==> src/rtl/mc_ctrl_gen.sv <==
// Multicycle MIPS control unit with handshaked instruction/data memory, a bounded
// wait timeout and configurable overflow handling (ignore, flag in $30, or trap).
module mc_ctrl_gen #(
  parameter int unsigned TIMEOUT  = 16,  // max wait cycles per handshake, 0 = never
  parameter int unsigned OVF_MODE = 1,   // 0 ignore, 1 write 1 to $30, 2 trap
  parameter int unsigned ILL_TRAP = 1    // 1 = unsupported instruction traps
) (
  input  logic       clk,
  input  logic       reset,
  input  logic [5:0] opcode,
  input  logic [5:0] funct,
  input  logic       zero,
  input  logic       overflow,
  input  logic       imem_ready,
  input  logic       dmem_ready,
  output logic       imem_req,
  output logic       dmem_req,
  output logic       pc_write,
  output logic       ir_write,
  output logic       reg_write,
  output logic       mem_write,
  output logic       epc_write,
  output logic       alu_src,
  output logic       lb_sign,
  output logic       sb_sign,
  output logic [1:0] reg_dst,
  output logic [2:0] mem_to_reg,
  output logic [2:0] npc_op,
  output logic [1:0] ext_op,
  output logic [2:0] alu_op,
  output logic [1:0] cause,
  output logic [3:0] state_o
);

  typedef enum logic [3:0] {
    StIf     = 4'd0,
    StId     = 4'd1,
    StExeLs  = 4'd2,
    StMemSt  = 4'd3,
    StMemLd  = 4'd4,
    StWbDm   = 4'd5,
    StExeBr  = 4'd6,
    StExeCal = 4'd7,
    StWbCal  = 4'd8,
    StWbJal  = 4'd9,
    StExeJr  = 4'd10,
    StBranch = 4'd11,
    StTrap   = 4'd12
  } state_e;

  localparam logic [5:0] OpRtype = 6'h00;
  localparam logic [5:0] OpJ     = 6'h02;
  localparam logic [5:0] OpJal   = 6'h03;
  localparam logic [5:0] OpBeq   = 6'h04;
  localparam logic [5:0] OpBne   = 6'h05;
  localparam logic [5:0] OpAddi  = 6'h08;
  localparam logic [5:0] OpAddiu = 6'h09;
  localparam logic [5:0] OpOri   = 6'h0D;
  localparam logic [5:0] OpLui   = 6'h0F;
  localparam logic [5:0] OpLb    = 6'h20;
  localparam logic [5:0] OpLw    = 6'h23;
  localparam logic [5:0] OpSb    = 6'h28;
  localparam logic [5:0] OpSw    = 6'h2B;

  localparam logic [5:0] FnJr   = 6'h08;
  localparam logic [5:0] FnAddu = 6'h21;
  localparam logic [5:0] FnSubu = 6'h23;
  localparam logic [5:0] FnSlt  = 6'h2A;

  localparam logic [1:0] CauseOvf = 2'b01;
  localparam logic [1:0] CauseIll = 2'b10;
  localparam logic [1:0] CauseBus = 2'b11;

  localparam int unsigned CntW = (TIMEOUT > 1) ? $clog2(TIMEOUT + 1) : 1;

  state_e            state_q, state_d;
  logic [CntW-1:0]   cnt_q, cnt_d;
  logic              ovf_q, ovf_d;
  logic [1:0]        cause_q, cause_d;

  logic is_r, is_addu, is_subu, is_slt, is_jr;
  logic is_j, is_jal, is_beq, is_bne, is_addi, is_addiu, is_ori, is_lui;
  logic is_lw, is_lb, is_sw, is_sb;
  logic is_load, is_store, is_br, is_cal;
  logic wait_state, ready_cur, timeout_hit;

  // Instruction class decode from the current IR fields
  always_comb begin
    is_r     = (opcode == OpRtype);
    is_addu  = is_r && (funct == FnAddu);
    is_subu  = is_r && (funct == FnSubu);
    is_slt   = is_r && (funct == FnSlt);
    is_jr    = is_r && (funct == FnJr);
    is_j     = (opcode == OpJ);
    is_jal   = (opcode == OpJal);
    is_beq   = (opcode == OpBeq);
    is_bne   = (opcode == OpBne);
    is_addi  = (opcode == OpAddi);
    is_addiu = (opcode == OpAddiu);
    is_ori   = (opcode == OpOri);
    is_lui   = (opcode == OpLui);
    is_lw    = (opcode == OpLw);
    is_lb    = (opcode == OpLb);
    is_sw    = (opcode == OpSw);
    is_sb    = (opcode == OpSb);
    is_load  = is_lw || is_lb;
    is_store = is_sw || is_sb;
    is_br    = is_beq || is_bne;
    is_cal   = is_addu || is_subu || is_slt || is_ori || is_lui || is_addi || is_addiu;
  end

  // Datapath selects are pure opcode/funct decodes, independent of state
  always_comb begin
    alu_src = is_ori || is_lui || is_addi || is_addiu || is_load || is_store;
    lb_sign = is_lb;
    sb_sign = is_sb;
    ext_op  = 2'b00;
    if (is_lui) begin
      ext_op = 2'b10;
    end else if (is_addi || is_addiu || is_load || is_store || is_br) begin
      ext_op = 2'b01;
    end
    alu_op = 3'b000;
    if (is_subu || is_br) begin
      alu_op = 3'b001;
    end else if (is_ori) begin
      alu_op = 3'b010;
    end else if (is_slt) begin
      alu_op = 3'b011;
    end else if (is_addi) begin
      alu_op = 3'b100;
    end else if (is_lui) begin
      alu_op = 3'b101;
    end
  end

  // Handshake wait tracking; the trap fires in the cycle the count would reach TIMEOUT
  always_comb begin
    wait_state  = (state_q == StIf) || (state_q == StMemSt) || (state_q == StMemLd);
    ready_cur   = (state_q == StIf) ? imem_ready : dmem_ready;
    timeout_hit = (TIMEOUT != 0) && wait_state && !ready_cur &&
                  ((32'(cnt_q) + 32'd1) >= TIMEOUT);
  end

  // Next-state, overflow flag and trap cause
  always_comb begin
    state_d = state_q;
    ovf_d   = ovf_q;
    cause_d = cause_q;
    case (state_q)
      StIf: begin
        if (imem_ready) begin
          state_d = StId;
        end else if (timeout_hit) begin
          state_d = StTrap;
          cause_d = CauseBus;
        end
      end
      StId: begin
        if (is_j) begin
          state_d = StBranch;
        end else if (is_jal) begin
          state_d = StWbJal;
        end else if (is_jr) begin
          state_d = StExeJr;
        end else if (is_load || is_store) begin
          state_d = StExeLs;
        end else if (is_br) begin
          state_d = StExeBr;
        end else if (is_cal) begin
          state_d = StExeCal;
        end else if (ILL_TRAP != 0) begin
          state_d = StTrap;
          cause_d = CauseIll;
        end else begin
          state_d = StIf;
        end
      end
      StExeLs: state_d = is_load ? StMemLd : StMemSt;
      StMemSt: begin
        if (dmem_ready) begin
          state_d = StIf;
        end else if (timeout_hit) begin
          state_d = StTrap;
          cause_d = CauseBus;
        end
      end
      StMemLd: begin
        if (dmem_ready) begin
          state_d = StWbDm;
        end else if (timeout_hit) begin
          state_d = StTrap;
          cause_d = CauseBus;
        end
      end
      StExeCal: begin
        // The flag being latched decides the exit so a trapped addi never writes back
        ovf_d = overflow && is_addi;
        if ((OVF_MODE == 2) && ovf_d) begin
          state_d = StTrap;
          cause_d = CauseOvf;
        end else begin
          state_d = StWbCal;
        end
      end
      StExeBr, StWbJal, StExeJr: state_d = StBranch;
      StWbDm, StWbCal, StBranch, StTrap: state_d = StIf;
      default: state_d = StIf;
    endcase
  end

  // Wait counter restarts on every state change and counts cycles without ready
  always_comb begin
    cnt_d = cnt_q;
    if (state_d != state_q) begin
      cnt_d = '0;
    end else if (wait_state && !ready_cur) begin
      cnt_d = cnt_q + CntW'(1);
    end
  end

  // State registers
  always_ff @(posedge clk or posedge reset) begin
    if (reset) begin
      state_q <= StIf;
      cnt_q   <= '0;
      ovf_q   <= 1'b0;
      cause_q <= 2'b00;
    end else begin
      state_q <= state_d;
      cnt_q   <= cnt_d;
      ovf_q   <= ovf_d;
      cause_q <= cause_d;
    end
  end

  // Moore outputs from state; enables and requests are forced low during reset
  always_comb begin
    imem_req   = 1'b0;
    dmem_req   = 1'b0;
    pc_write   = 1'b0;
    ir_write   = 1'b0;
    reg_write  = 1'b0;
    mem_write  = 1'b0;
    epc_write  = 1'b0;
    reg_dst    = 2'b00;
    mem_to_reg = 3'b000;
    npc_op     = 3'b000;
    case (state_q)
      StIf: begin
        imem_req = !timeout_hit;
        ir_write = imem_ready;
        pc_write = imem_ready;
      end
      StMemSt: begin
        dmem_req  = !timeout_hit;
        mem_write = !timeout_hit;
      end
      StMemLd: dmem_req = !timeout_hit;
      StWbDm: begin
        reg_write  = 1'b1;
        mem_to_reg = 3'b001;
      end
      StWbCal: begin
        reg_write = 1'b1;
        reg_dst   = is_r ? 2'b01 : 2'b00;
        if ((OVF_MODE == 1) && ovf_q) begin
          reg_dst    = 2'b11;
          mem_to_reg = 3'b011;
        end
      end
      StWbJal: begin
        reg_write  = 1'b1;
        reg_dst    = 2'b10;
        mem_to_reg = 3'b010;
      end
      StBranch: begin
        pc_write = is_j || is_jal || is_jr || (is_beq && zero) || (is_bne && !zero);
        if (is_br) begin
          npc_op = 3'b001;
        end else if (is_jr) begin
          npc_op = 3'b011;
        end else begin
          npc_op = 3'b010;
        end
      end
      StTrap: begin
        epc_write = 1'b1;
        pc_write  = 1'b1;
        npc_op    = 3'b100;
      end
      default: ;
    endcase
    if (reset) begin
      imem_req  = 1'b0;
      dmem_req  = 1'b0;
      pc_write  = 1'b0;
      ir_write  = 1'b0;
      reg_write = 1'b0;
      mem_write = 1'b0;
      epc_write = 1'b0;
    end
  end

  assign cause   = cause_q;
  assign state_o = state_q;

endmodule

==> config.mk <==
export PLATFORM = sky130hd
export DESIGN_NAME = mc_ctrl_gen
export DESIGN_NICKNAME = d
export VERILOG_FILES = /design/src/rtl/mc_ctrl_gen.sv
export SDC_FILE = /design/constraint.sdc
export NUM_CORES = 1
export LEC_CHECK = 0
export ABC_CLOCK_PERIOD_IN_PS = 1900
export CAP_MARGIN = 20
export CORE_MARGIN = 2
export CORE_UTILIZATION = 25
export CTS_BUF_LIST = sky130_fd_sc_hd__clkbuf_8
export CTS_CLUSTER_SIZE = 20
export DETAILED_ROUTE_END_ITERATION = 12
export HOLD_SLACK_MARGIN = 0.06
export SLEW_MARGIN = 30
export SYNTH_ARGS = -nofsm -noshare
export SYNTH_HDL_FRONTEND = slang
export SYNTH_SLANG_ARGS = --single-unit
==> constraint.sdc <==
create_clock -name clk -period 1.9 [get_ports clk]
set_input_delay 0.285 -clock clk [delete_from_list [all_inputs] [get_ports clk]]
set_output_delay 0.285 -clock clk [all_outputs]
set_load 0.02 [all_outputs]
==> flow_metrics.py, run 1 <==
metrics = {
    "synthesis": {
        "postSynthCellCount": 194,
        "yosysSeqAreaShare_pct": 19.8,
        "ys_async_sr_fraction_pct": 100,
        "synth_commonest_cells": "nand2_1, nor2_1, o21ai_0",
        "synth_top_area_share_pct": 19.8,
        "synth.most_common_cell": "nand2_1",
        "yosysTopAreaCell": "dfrtp_1",
        "synth_area_um2": 1520,
        "avgSynthCellArea_um2": 7.84,
        "yosys_warnings": 0,
        "synth_top_flop_cell": "dfrtp_1",
        "ys_types": 58,
        "synth_edf_count": 0,
        "ys_seq_elements": 12,
        "synth_area_leaders": "dfrtp_1, nand2_1, clkbuf_8",
    },
    "worst_setup_path": {
        "crit_fanout": 4,
        "required_ns": 1.62,
        "endpoint": "mem_write",
        "reg2reg_to": "cnt_q[1]",
        "path_class": "flip-flop to output pin",
        "cp-end-kind": "output pin",
        "reg2reg_slack_ns": -0.04,
        "worstSetupStartpointType": "flip-flop",
        "r2r_cells": 8,
        "arrival_ns": 1.87,
        "r2r_start": "cnt_q[1]",
        "cp-startpoint": "cnt_q[1]",
    },
    "routing": {
        "ant_nets": 0,
        "wl_per_cell_um": 13.5,
        "vias": 1777,
        "first_pass_iters": 4,
        "routed_via_density": 4.87,
        "drc": 0,
        "first_iter_violations": 147,
        "finalWirelength_um": 4920,
    },
    "die": {
        "fp.dieW_um": 82.0,
        "ios": 47,
        "start_util_pct": 25.8,
        "rows": 28,
        "die_h_um": 82.0,
        "coreArea_um2": 5890,
        "dieArea_um2": 6720,
    },
    "clock_network": {
        "root_buffer": "clkbuf_8",
        "insertion_delay_ns": 0.25,
        "clock-sinks": 12,
        "path_clk_slew_ns": 0.05,
        "cts_tree": "built",
        "cts_buffers": 3,
        "ctsHoldBuffers": 0,
        "max-clock-path-buffers": 2,
        "h-tree-depth": 1,
    },
    "sta": {
        "finClkSkew_ns": 0.00831,
        "rsz0062_at_grt": "yes",
        "fmax_mhz": 465,
        "post-route-period-util_pct": 113,
        "finalHoldViolations": 0,
        "setup_viol": 7,
        "finalCriticalPeriod_ns": 2.15,
        "slew_violations": 0,
        "worst_slack_ns": -0.251,
        "fin_setup_tns_ns": -0.728,
    },
    "grt": {
        "grt_max_degree": 20,
        "grt_usage_pct": 15.6,
        "grt_pass1_wl_um": 8260,
        "antenna_found_initial": 0,
        "grt_overflow": 0,
        "first_global_vias": 1766,
    },
    "power": {
        "p_int_uw": 1420,
        "finalPower_uw": 2600,
        "leakage_uw": 0.00113,
        "netSwitchingFraction_pct": 45.3,
        "power.density_nw_per_um2": 978,
        "switchingPower_uw": 1180,
        "pwr-share-comb_pct": 74.1,
        "pwr-share-clk_pct": 10.7,
        "ir_drop_mv": 0.581,
        "p_seq_share_pct": 15.2,
    },
    "min_path": {
        "min_path_type": "flip-flop to flip-flop",
    },
    "flow_run": {
        "cap_violations": 0,
    },
    "finish": {
        "n_fill_cell": 597,
        "area_growth_pct": 74.8,
        "seq_area_um2": 305,
        "drive_gt1_share_pct": 50.3,
        "instances_no_fill": 365,
        "multi_input_area_um2": 1280,
        "nets": 310,
        "antenna_cells": 0,
    },
    "outcome": {
        "violations": "setup timing",
        "run_status": "finished, violations left",
    },
    "place": {
        "placed_cells": 350,
        "port-buffer-count": 45,
        "place.gp.congestion": 0.832,
        "hpwl_um": 3630,
    },
}
## logic make-up after synthesis
logic type / Yosys count / share of synthesized area [%]
simple gates: 100 / 39.8
buf+inv: 25 / 13.0
flops: 12 / 19.8
fa+ha+maj: 1 / 0.823
mux: 3 / 2.06
other cells: 1 / 0.247
compound gates: 44 / 19.3
xor+xnor: 8 / 5.10
## sequential cells by signal, indices dropped and copies added (netlist names)
| name | count |
|---|---|
| state_o | 4 |
| cause | 2 |
| cnt_q | 5 |
| ovf_q | 1 |
## worst min path at each step
stage              from       end  depth (start not counted)
4_1_cts        cause[1]  cause[1]                          2
3_5_place_dp   cause[1]  cause[1]                          2
3_3_place_gp   cause[1]  cause[1]                          2
5_1_grt        cause[1]  cause[1]                          2
2_1_floorplan  overflow     ovf_q                          2
6_report       cause[1]  cause[1]                          2
## layout by cell type, fill, tap and decap left out, types with 4 or more instances in the layout
cell / synthesis / routed
buf_4: 2 / 63
nand2_1: 23 / 20
nor2_1: 15 / 11
clkdlybuf4s50_1: 0 / 11
o21ai_0: 13 / 10
dlygate4sd2_1: 0 / 10
buf_6: 5 / 10
a21oi_1: 9 / 9
dfrtp_1: 12 / 8
inv_1: 7 / 7
nor3_1: 9 / 7
nor4_4: 3 / 6
nand4_1: 6 / 6
clkbuf_2: 0 / 6
xnor2_1: 5 / 5
buf_2: 2 / 5
nor2_2: 0 / 4
nand2b_1: 6 / 4
nor4_1: 8 / 4
clkbuf_8: 5 / 4
dfrtp_2: 0 / 4
## metal layers
layer / up-vias / global-route usage [%] / share of wire (%)
met3: 5 / 1.87 / 4.2
met1: 838 / 20.5 / 44
met2: 37 / 26.8 / 51
met5: - / 0 / 0
li1: 897 / - / -
met4: 0 / 4.00 / 0.90
## power groups by stage
stage	sequential, uW	combinational [uW]	clock [uW]
final	394	1930	278
after global routing	407	2100	294
after CTS	382	1800	279
after detailed placement	381	1740	0
after global placement	381	1730	0
after floorplan	423	1100	0
## what timing repair did
item	4_1_cts	5_1_grt
buffers inserted	12	1
pin swaps	28	10
setup endpoints to repair	30	28
resized for setup	128	48
## worst max-delay path, cell delays in order (launching register included)
cell	delay, ns
dfrtp_2	0.44
ha_4	0.19
a31oi_4	0.18
a41oi_2	0.06
and2_4	0.16
or2_4	0.28
nor4_4	0.13
buf_4	0.18
## layout make-up
cell class / count / area share, %
multi-input cells: 158 / 48.4
clock buffers: 4 / 2.07
repair buffers: 109 / 33.6
well taps: 75 / 3.53
flip-flops and latches: 12 / 11.5
inverters: 7 / 0.989
## metrics by stage
stage | worst slack (ns) | util, % | cell area [um^2] | hold slack, ns
after floorplan | -0.110 | - | 1590 | 0.458
after global placement | -0.859 | 40.0 | 2350 | 0.457
after detailed placement | -0.871 | 40.0 | 2350 | 0.458
after CTS | -0.256 | 43.9 | 2580 | 0.468
after global routing | -0.329 | 45.2 | 2660 | 0.494
final | -0.251 | 45.2 | 2660 | 0.469
No activity file was read; power rests on OpenSTA's default activity.
==> inputs of run 2 (changes only) <==
--- a/config.mk
+++ b/config.mk
@@ -7,12 +7,15 @@
 export LEC_CHECK = 0
 export ABC_CLOCK_PERIOD_IN_PS = 1900
 export CAP_MARGIN = 20
+export CELL_PAD_IN_SITES_DETAIL_PLACEMENT = 0
+export CELL_PAD_IN_SITES_GLOBAL_PLACEMENT = 1
 export CORE_MARGIN = 2
 export CORE_UTILIZATION = 25
 export CTS_BUF_LIST = sky130_fd_sc_hd__clkbuf_8
 export CTS_CLUSTER_SIZE = 20
 export DETAILED_ROUTE_END_ITERATION = 12
 export HOLD_SLACK_MARGIN = 0.06
+export PLACE_DENSITY = 0.75
 export SLEW_MARGIN = 30
 export SYNTH_ARGS = -nofsm -noshare
 export SYNTH_HDL_FRONTEND = slang
==> flow_metrics.py, run 2 (same netlist as run 1, synthesis figures left out) <==
metrics = {
    "outcome": {
        "run_status": "finished, violations left",
        "violations": "setup timing",
    },
    "place": {
        "port-buffer-count": 45,
        "hpwl_um": 3710,
        "placed_cells": 353,
        "place.gp.congestion": 0.827,
    },
    "clock_network": {
        "cts_buffers": 3,
        "h-tree-depth": 1,
        "path_clk_slew_ns": 0.05,
        "cts_tree": "built",
        "root_buffer": "clkbuf_8",
        "max-clock-path-buffers": 2,
        "clock-sinks": 12,
        "insertion_delay_ns": 0.24,
        "ctsHoldBuffers": 0,
    },
    "min_path": {
        "hold_path.startpoint": "cause[1]",
        "hold_end": "cause[1]",
        "min_path_type": "flip-flop to flip-flop",
        "hold_depth": 2,
    },
    "worst_setup_path": {
        "crit_fanout": 3,
        "required_ns": 1.62,
        "arrival_ns": 1.83,
        "r2r_start": "cnt_q[1]",
        "r2r_cells": 8,
        "reg2reg_to": "cnt_q[3]",
        "worstSetupStartpointType": "flip-flop",
        "cp-end-kind": "output pin",
        "reg2reg_slack_ns": -0.14,
        "path_class": "flip-flop to output pin",
    },
    "finish": {
        "antenna_cells": 0,
        "final_util_pct": 46.3,
        "area_growth_pct": 79.3,
        "layout_common_cells": "buf_4, nand2_1, nor2_1",
        "nets": 315,
        "top_register": "cnt_q",
        "instances_no_fill": 370,
        "final_common_cell": "buf_4",
        "drive_gt1_share_pct": 50.5,
        "largest_reg_flops": 5,
    },
    "sta": {
        "setup_viol": 7,
        "rsz0062_at_grt": "yes",
        "finalCriticalPeriod_ns": 2.12,
        "worst_slack_ns": -0.216,
        "finClkSkew_ns": 0.00120,
        "fmax_mhz": 472,
        "post-route-period-util_pct": 111,
        "finalHoldViolations": 0,
        "timing.hold.ws_ns": 0.471,
        "slew_violations": 0,
        "fin_setup_tns_ns": -0.898,
    },
    "routing": {
        "wl_per_cell_um": 13.9,
        "vias": 1808,
        "routed_via_density": 4.89,
        "first_pass_iters": 4,
        "ant_nets": 0,
        "first_iter_violations": 74,
        "finalWirelength_um": 5140,
        "drc": 0,
    },
    "die": {
        "fp.dieW_um": 82.0,
        "dieArea_um2": 6720,
        "rows": 28,
        "ios": 47,
        "start_util_pct": 25.8,
        "die_h_um": 82.0,
        "coreArea_um2": 5890,
    },
    "grt": {
        "grt_usage_pct": 15.5,
        "grt_overflow": 0,
        "grt_max_degree": 21,
        "antenna_found_initial": 0,
        "grt_pass1_wl_um": 8220,
        "first_global_vias": 1770,
    },
    "flow_run": {
        "cap_violations": 0,
    },
    "power": {
        "power.density_nw_per_um2": 981,
        "leakage_uw": 0.00120,
        "ir_drop_mv": 0.555,
        "finalPower_uw": 2670,
    },
}
-- run 2: cell count changes in the layout (fill, tap and decap cells not counted), sizes merged --
cell / delta
clkdlybuf4s50: -1
clkdlybuf4s15: +3
dlymetal6s2s: +4
buf: +5
dlygate4sd1: -1
clkbuf: +1
dlygate4sd2: -6
-- run 2: power breakdown --
group | leakage [uW] | switching (uW) | internal (uW)
combinational | 0.00102 | 1040 | 946
clock | 0.0000288 | 100 | 183
sequential | 0.000146 | 80.7 | 323
-- run 2: how the worst max path moves through the flow --
| stage | end | slack, ns | cells past startpoint | start |
|---|---|---|---|---|
| 5_1_grt | imem_req | -0.31 | 7 | cnt_q[1] |
| 3_3_place_gp | pc_write | -0.86 | 7 | opcode[5] |
| 4_1_cts | imem_req | -0.21 | 7 | cnt_q[1] |
| 2_1_floorplan | imem_req | -0.11 | 6 | state_o[2] |
| 3_5_place_dp | pc_write | -0.87 | 7 | opcode[5] |
| 6_report | imem_req | -0.22 | 7 | cnt_q[1] |
-- run 2: metrics by stage --
step / cell area (um^2) / setup slack [ns]
global route: 2730 / -0.312
CTS: 2630 / -0.214
detailed placement: 2380 / -0.867
global placement: 2380 / -0.858
floorplan: 1590 / -0.110
finish: 2730 / -0.216
-- run 2: timing repair --
item                                    CTS  global route
buffers inserted                          9             2
pin swaps                                23            15
gates resized for setup                 132            43
gates cloned                              1             1
endpoints found under the setup margin   30            26
-- run 2: per-layer routing --
layer	vias to the layer above	global-route usage (%)	routed length (um)	share of wire (%)
li1	909	-	-	-
met2	41	28.7	2670	52
met3	5	1.10	156	3.0
met1	853	19.3	2270	44
met5	-	0	0	0
met4	0	4.00	48	0.93
-- run 2: layout make-up --
class                   instances  area [um^2]
repair buffers                114          936
fillers                       597         3160
inverters                       7         26.3
flip-flops and latches         12          304
multi-input cells             158         1310
well taps                      75         93.8
clock buffers                   4         55.1
-- run 2: worst max-delay path, stage by stage (launching register included) --
cell and delay, ns:
dfrtp_1 0.43, ha_4 0.19, a31oi_4 0.16, a41oi_4 0.05, and2_4 0.16, or2_4 0.27, nor4_4 0.13, buf_4 0.18
==> inputs of run 3 (changes only) <==
--- a/config.mk
+++ b/config.mk
@@ -5,7 +5,6 @@
 export SDC_FILE = /design/constraint.sdc
 export NUM_CORES = 1
 export LEC_CHECK = 0
-export ABC_CLOCK_PERIOD_IN_PS = 1900
 export CAP_MARGIN = 20
 export CELL_PAD_IN_SITES_DETAIL_PLACEMENT = 0
 export CELL_PAD_IN_SITES_GLOBAL_PLACEMENT = 1
==> results of run 3 <==
The final DEF is identical to that of run 2; final timing and power are the same.
